[src/rtl/ccff_chain_loader.sv]
// Configuration-chain loader: serialises bitstream words LSB-first onto ccff_head and gates
// the chain shift with prog_clk_en. Define CCFF_READBACK_EN to add a ccff_tail verify pass.
module ccff_chain_loader #(
  parameter int CHAIN_LEN = 64,
  parameter int WORD_W    = 8,
  parameter int CNT_W     = 16
) (
  input  logic              prog_clk,
  input  logic              prog_reset_n,
  input  logic              start,
  input  logic              abort,
  input  logic [WORD_W-1:0] word_in,
  input  logic              word_valid,
  output logic              word_ready,
  output logic              ccff_head,
  output logic              prog_clk_en,
  input  logic              ccff_tail,
  output logic              busy,
  output logic              done,
  output logic              error
);

  localparam logic [2:0] S_IDLE  = 3'd0;
  localparam logic [2:0] S_FETCH = 3'd1;
  localparam logic [2:0] S_SHIFT = 3'd2;
`ifdef CCFF_READBACK_EN
  localparam logic [2:0] S_VFETCH = 3'd3;
  localparam logic [2:0] S_VSHIFT = 3'd4;
`endif

  localparam int              IDX_W    = (WORD_W > 1) ? $clog2(WORD_W) : 1;
  localparam logic [CNT_W-1:0] LAST_BIT = CNT_W'(CHAIN_LEN - 1);
  localparam logic [IDX_W-1:0] LAST_IDX = IDX_W'(WORD_W - 1);

  logic [2:0]        state, state_nxt;
  logic [WORD_W-1:0] shreg, shreg_nxt;
  logic [CNT_W-1:0]  bit_cnt, bit_cnt_nxt;
  logic [IDX_W-1:0]  bit_idx, bit_idx_nxt;
  logic              done_nxt;
  logic              fetching, shifting;
  logic              pass_end, word_end;

  // Both passes share the FETCH/SHIFT datapath; only the state codes differ.
  always_comb begin
    fetching = (state == S_FETCH);
    shifting = (state == S_SHIFT);
`ifdef CCFF_READBACK_EN
    fetching = fetching || (state == S_VFETCH);
    shifting = shifting || (state == S_VSHIFT);
`endif
  end

  assign pass_end    = (bit_cnt == LAST_BIT);
  assign word_end    = (bit_idx == LAST_IDX);
  assign word_ready  = fetching;
  assign prog_clk_en = shifting;
  assign ccff_head   = shifting & shreg[0];
  assign busy        = (state != S_IDLE);

  always_comb begin
    // NOTE: every output of this block gets a default first, so no path can infer a latch.
    state_nxt   = state;
    shreg_nxt   = shreg;
    bit_cnt_nxt = bit_cnt;
    bit_idx_nxt = bit_idx;
    done_nxt    = 1'b0;

    if (fetching && word_valid) begin
      shreg_nxt   = word_in;
      bit_idx_nxt = '0;
    end

    if (shifting) begin
      shreg_nxt   = shreg >> 1;
      bit_cnt_nxt = pass_end ? '0 : bit_cnt + 1'b1;
      bit_idx_nxt = bit_idx + 1'b1;
    end

    if (abort) begin
      state_nxt = S_IDLE;
    end else begin
      case (state)
        S_IDLE: begin
          if (start) begin
            state_nxt   = S_FETCH;
            bit_cnt_nxt = '0;
          end
        end
        S_FETCH: begin
          if (word_valid) state_nxt = S_SHIFT;
        end
        S_SHIFT: begin
          // A partial last word is cut short here; its upper bits never leave shreg.
          if (pass_end) begin
`ifdef CCFF_READBACK_EN
            state_nxt = S_VFETCH;
`else
            state_nxt = S_IDLE;
            done_nxt  = 1'b1;
`endif
          end else if (word_end) begin
            state_nxt = S_FETCH;
          end
        end
`ifdef CCFF_READBACK_EN
        S_VFETCH: begin
          if (word_valid) state_nxt = S_VSHIFT;
        end
        S_VSHIFT: begin
          if (pass_end) begin
            state_nxt = S_IDLE;
            done_nxt  = 1'b1;
          end else if (word_end) begin
            state_nxt = S_VFETCH;
          end
        end
`endif
        default: state_nxt = S_IDLE;
      endcase
    end
  end

  // NOTE: state updates use non-blocking assignments so every flop samples pre-edge values.
  always_ff @(posedge prog_clk or negedge prog_reset_n) begin
    if (!prog_reset_n) begin
      state   <= S_IDLE;
      bit_cnt <= '0;
      bit_idx <= '0;
      done    <= 1'b0;
    end else begin
      state   <= state_nxt;
      bit_cnt <= bit_cnt_nxt;
      bit_idx <= bit_idx_nxt;
      done    <= done_nxt;
    end
  end

  // NOTE: the word register is reset too, so ccff_head can never show X after reset.
  always_ff @(posedge prog_clk or negedge prog_reset_n) begin
    if (!prog_reset_n) shreg <= '0;
    else               shreg <= shreg_nxt;
  end

`ifdef CCFF_READBACK_EN
  // After CHAIN_LEN shifts the tail presents the pass-1 bit now being re-driven on the head.
  always_ff @(posedge prog_clk or negedge prog_reset_n) begin
    if (!prog_reset_n) begin
      error <= 1'b0;
    end else if ((state == S_IDLE) && start && !abort) begin
      error <= 1'b0;
    end else if ((state == S_VSHIFT) && (ccff_tail != shreg[0])) begin
      error <= 1'b1;
    end
  end
`else
  logic unused_tail;
  assign unused_tail = ccff_tail;
  assign error       = 1'b0;
`endif

endmodule
[config.mk]
export PLATFORM = sky130hd
export DESIGN_NAME = ccff_chain_loader
export DESIGN_NICKNAME = d
export VERILOG_FILES = /design/src/rtl/ccff_chain_loader.sv
export SDC_FILE = /design/constraint.sdc
export NUM_CORES = 1
export LEC_CHECK = 0
export ABC_AREA = 1
export CELL_PAD_IN_SITES_DETAIL_PLACEMENT = 1
export CELL_PAD_IN_SITES_GLOBAL_PLACEMENT = 1
export CORE_MARGIN = 2
export CORE_UTILIZATION = 46
export CTS_BUF_LIST = sky130_fd_sc_hd__clkbuf_8
export CTS_CLUSTER_DIAMETER = 200
export CTS_CLUSTER_SIZE = 28
export DETAILED_ROUTE_END_ITERATION = 7
export PLACE_DENSITY = 0.94
export SYNTH_ARGS = -nofsm -noshare
export SYNTH_HDL_FRONTEND = slang
export SYNTH_SLANG_ARGS = --single-unit
[constraint.sdc]
create_clock -name prog_clk -period 2.7 [get_ports prog_clk]
set_clock_uncertainty 0.15 [all_clocks]
set_input_delay 0.27 -clock prog_clk [delete_from_list [all_inputs] [get_ports prog_clk]]
set_output_delay 0.27 -clock prog_clk [all_outputs]
set_load 0.01 [all_outputs]
==> flow_summary.ini, run 1 <==
[outcome]
status = complete, no violations

[global_routing]
track_usage_pct = 26.31
grt-ovfl-total = 0
grt_pass1_vias = 1714
antenna_found_initial = 0
grt_pass1_wl_mm = 8.355
grt_start_max_net_pins = 31

[timing]
grt_setup_unrepaired = false
hold_violations = 0
worstMarginPinSlew_ns = 0.5919
hold_ws_ns = 0.2178
timing.final.crit_period_ns = 2.203
max_slew_margin_pct = 60.54
setup_viol = 0
max_freq_mhz = 453.9
tns_ns = 0
maxSlewViolCount = 0
fin_crit_sh_pct = 81.60

[place]
place.gp.congestion = 0.7895
port_buffers = 17
dpl.hpwl_mm = 3.135

[routing]
wl_mm = 4.759
routedWlPerCell_um = 16.41
routed.top_layer = met4
drcViolationCount = 0
via_count = 1551
postRouteAntennaNets = 0
met2_length_mm = 2.439
dr.first_iter.drc_count = 36
drt-met1-wl_mm = 2.027
met3WireLength_um = 154
viasPerCell = 5.348
dr.pass1.iters = 4

[layout]
fillCellCount = 456
finalNetCount = 258
area_growth_pct = 17.22
diodes = 0
seqCellArea_um2 = 750.7
layout_common_cells = nand2_1, nor2_1, inv_1
drive_gt1_share_pct = 13.64
multiInputGateArea_um2 = 837.1
layout_commonest_cell = nand2_1

[synthesis]
syn-num-nets = 239
syn_area_um2 = 1765
yosys_warnings = 0
yosysSeqAreaShare_pct = 42.52
yosysTopAreaCellShare_pct = 42.52
synthTopCellsByArea = dfrtp_1, nand2_1, nor2_1, inv_1, nand3_1
yosysUniqueCellTypes = 33
avgSynthCellArea_um2 = 7.952
syn-instance-count = 222
yosys.area.top_type = dfrtp_1
synth_seq_cells = 30

[pwr]
p_total_mw = 1.542
powerDensity_nw_per_um2 = 745.2
leakage_nw = 0.9798
irDropWorstVdd_mv = 0.5492

[clock_tree]
numClockSinks = 30
clockBufferDepth = 2
postCtsSetupRepairBufs = 0
cts_buffers = 5
cts_tree = yes
htree_levels = 2
root_buffer = clkbuf_8
hold_buffers = 0
cts_resized = 0
worstSkewPairLatency_ns = 0.29
clk_pin_slew_ns = 0.07

[die]
start_util_pct = 47.86
fp.dieW_um = 65.95
rows = 22
io_pins = 20
die_y_um = 65.95
dieArea_um2 = 4349
core_um2 = 3689

[setup_path]
cp_max_fo = 25
worstSetupStartpointType = flop
worstPathCellList = inv_1 -> nor2_4 -> buf_4 -> clkdlybuf4s50_1
cp.arrival_ns = 1.78
worstSetupEndpointType = primary output
cp_data_required_time_ns = 2.28
path_class = reg2out
max_stage_delay_ns = 0.61
crit_path_top_delay_cell = clkdlybuf4s50_1

[hold_path]
hold_path.class = in2async

[flow_run]
maxCapViolations = 0
layer usage:
metal | vias up | GRT usage, %
li1 | 744 | -
met1 | 761 | 31.43
met2 | 32 | 44.44
met3 | 14 | 6.985
met4 | 0 | 11.48
met5 | - | 0
registers in the layout (all words and copies together), names as in the netlist:
name and count:
bit_idx 3, state 2, shreg 8, done 1
bit_cnt 16
synth_stat cells:
library cell and n:
nor2_2 3, ha_1 3, nand3_2 1, nand2_1 44, o211ai_2 1, xor2_1 5
nand2_4 1, o21ai_0 1, nor3_1 3, buf_1 1, nor2_1 33, o211ai_1 6
nand3_1 18, clkinv_2 2, nand4_1 5, inv_1 31, a21oi_1 1, xnor2_1 1
buf_4 2, nand2_2 3, a21o_1 1, nor2_4 3, a22o_1 2, buf_2 2
o311ai_0 2, buf_6 2, a21boi_0 1, o31ai_1 1, o21ai_2 9, conb_1 1
o22ai_1 1, o21bai_1 2, dfrtp_1 30
worst max-delay path: cells and delay by family, from the launching register on:
kind / cells / cell delay (ns)
buffers and inverters: 3 / 0.99
flip-flops: 1 / 0.42
AND/OR/NAND/NOR: 1 / 0.08
kinds of logic (layout without fill, tap and decap cells):
kind of cell | count (synthesis) | in the layout | synth area share, %
xor+xnor | 6 | 6 | 2.977
fa+ha+maj | 3 | 3 | 2.126
buf+inv | 40 | 60 | 10.06
other cells | 1 | 1 | 0.2124
compound gates | 28 | 28 | 12.76
flops | 30 | 30 | 42.52
simple gates | 114 | 114 | 29.34
layout make-up:
type / instances / share of cell area, %
multi-input combinational: 152 / 40.45
sequential: 30 / 36.28
timing repair buffer: 19 / 8.948
inverter: 33 / 6.106
clock buffer: 8 / 5.320
tap: 48 / 2.902
per-stage QoR:
step / util (%) / cells / cell area, um2 / worst slack, ns
final: 56.11 / 290 / 2069 / 0.4969
after global routing: 56.11 / 290 / 2069 / 0.3895
after CTS: 56.11 / 290 / 2069 / 0.4828
after detailed placement: 53.12 / 282 / 1959 / 0.6545
after global placement: 53.12 / 282 / 1959 / 0.7124
after floorplan: - / 222 / 1765 / 1.098
worst paths after layout:
path / from / end / slack, ns / cells after the start
max in group asynchronous: prog_reset_n / state[1] / 1.90 / 2
hold / removal: prog_reset_n / shreg[4] / 0.22 / 2
min in group prog_clk: bit_idx[0] / bit_idx[0] / 0.35 / 1
setup / recovery: state[1] / prog_clk_en / 0.50 / 4
hold reg to reg: bit_idx[0] / bit_idx[0] / 0.35 / 1
setup reg to reg: bit_cnt[1] / bit_cnt[15] / 0.59 / 8
power by group:
part / internal (mW) / total, mW / leakage [nW] / switching (mW)
registers: 0.552 / 0.628 / 0.400 / 0.0759
clock network: 0.257 / 0.428 / 0.0575 / 0.171
logic: 0.187 / 0.487 / 0.522 / 0.300
(Power assumes the default switching activity.)
==> run 2, diff against run 1 <==
--- a/config.mk
+++ b/config.mk
@@ -9,12 +9,12 @@
 export CELL_PAD_IN_SITES_DETAIL_PLACEMENT = 1
 export CELL_PAD_IN_SITES_GLOBAL_PLACEMENT = 1
 export CORE_MARGIN = 2
-export CORE_UTILIZATION = 46
+export CORE_UTILIZATION = 43
 export CTS_BUF_LIST = sky130_fd_sc_hd__clkbuf_8
 export CTS_CLUSTER_DIAMETER = 200
 export CTS_CLUSTER_SIZE = 28
 export DETAILED_ROUTE_END_ITERATION = 7
-export PLACE_DENSITY = 0.94
+export PLACE_DENSITY = 0.89
 export SYNTH_ARGS = -nofsm -noshare
 export SYNTH_HDL_FRONTEND = slang
 export SYNTH_SLANG_ARGS = --single-unit
==> constraint.sdc (replaced) <==
create_clock -name prog_clk -period 2.28 [get_ports prog_clk]
set_clock_uncertainty 0.15 [all_clocks]
set_input_delay 0.228 -clock prog_clk [delete_from_list [all_inputs] [get_ports prog_clk]]
set_output_delay 0.228 -clock prog_clk [all_outputs]
set_load 0.01 [all_outputs]
==> flow_summary.ini, run 2 (synthesis gave the netlist of run 1 again) <==
[outcome]
status = complete, no violations

[routing]
via_count = 1522
dr.pass1.iters = 4
routedWlPerCell_um = 14.67
postRouteAntennaNets = 0
viasPerCell = 5.195
wl_mm = 4.297
drcViolationCount = 0
dr.first_iter.drc_count = 57

[clock_tree]
cts_resized = 0
clockBufferDepth = 2
htree_levels = 2
numClockSinks = 30
postCtsSetupRepairBufs = 0
root_buffer = clkbuf_8
hold_buffers = 0
cts_tree = yes
clk_pin_slew_ns = 0.07
worstSkewPairLatency_ns = 0.29
cts_buffers = 5

[timing]
maxSlewViolCount = 0
timing.final.ws_setup_ns = 0.1669
grt_setup_unrepaired = false
fin_crit_sh_pct = 92.68
hold_violations = 0
timing.final.crit_period_ns = 2.113
hold_ws_ns = 0.1861
max_freq_mhz = 473.2
setup_viol = 0
tns_ns = 0

[global_routing]
track_usage_pct = 22.06
grt_pass1_wl_mm = 7.479
grt-ovfl-total = 0
antenna_found_initial = 0
grt_pass1_vias = 1599
grt_start_max_net_pins = 31

[setup_path]
cp.arrival_ns = 1.74
worstSetupStartpointType = flop
worstSetupEndpointType = primary output
cp_max_fo = 9
cp_data_required_time_ns = 1.90
worstReg2RegStart = bit_cnt[0]
cp-startpoint = state[0]
path_class = reg2out

[layout]
finalNetCount = 259
seqCellArea_um2 = 750.7
regMostFlops = bit_cnt
reg.largest.list = bit_cnt (16), shreg (8), bit_idx (3)
drive_gt1_share_pct = 13.99
layout_commonest_cell = nand2_1
area_growth_pct = 16.94
fillCellCount = 488
multiInputGateArea_um2 = 837.1
layout_common_cells = nand2_1, nor2_1, inv_1
diodes = 0
largest_register_ffs = 16

[die]
dieArea_um2 = 4634
rows = 23
io_pins = 20
die_y_um = 68.08
start_util_pct = 44.45
fp.dieW_um = 68.08
core_um2 = 3971

[place]
dpl.hpwl_mm = 3.112
port_buffers = 17
dp_slack_ns = 0.4658
place.gp.congestion = 0.8543

[hold_path]
hold_path.class = in2async

[pwr]
irDropWorstVdd_mv = 0.5311
leakage_nw = 0.9747
p_total_mw = 1.735
powerDensity_nw_per_um2 = 840.4

[flow_run]
maxCapViolations = 0
-- run 2: metal layers --
metal	global-route usage [%]	vias to the layer above	share of wire, %
met2	36.17	26	49
met3	5.099	11	3.2
met5	0	-	0
met4	10.00	0	2.3
li1	-	748	-
met1	27.50	737	46
-- run 2: report_power, final --
group	internal [mW]	total [mW]	switching [mW]
sequential	0.653	0.733	0.0796
clock	0.242	0.455	0.213
combinational	0.220	0.548	0.328
total	1.11	1.74	0.620
-- run 2: final cells by class --
| type | count | share of cell area (%) |
|---|---|---|
| Multi-Input combinational cell | 152 | 40.55 |
| Sequential cell | 30 | 36.36 |
| Timing Repair Buffer | 20 | 9.333 |
| Inverter | 33 | 6.121 |
| Clock buffer | 6 | 4.000 |
| Tap cell | 50 | 3.030 |
| Clock inverter | 2 | 0.6061 |
-- run 2: worst max-delay path, stage by stage, from the launching register on --
cell	delay, ns
dfrtp_1	0.48
inv_1	0.10
nand2_2	0.17
nor2_1	0.14
clkdlybuf4s50_1	0.54
-- run 2: per-stage QoR --
stage	util (%)	cell area, um2	instances
detailed placement	49.59	1969	285
global placement	49.59	1969	285
finish	51.98	2064	293
CTS	51.98	2064	293
floorplan	-	1765	222
global route	51.98	2064	293
-- run 2: final timing paths --
| check | end | slack, ns | cells past startpoint |
|---|---|---|---|
| setup reg to reg | bit_cnt[13] | 0.45 | 9 |
| hold / removal | bit_cnt[13] | 0.19 | 2 |
| hold reg to reg | bit_idx[0] | 0.34 | 1 |
| min in group prog_clk | bit_idx[0] | 0.34 | 1 |
| max in group asynchronous | bit_cnt[10] | 1.51 | 2 |
| setup / recovery | ccff_head | 0.17 | 4 |
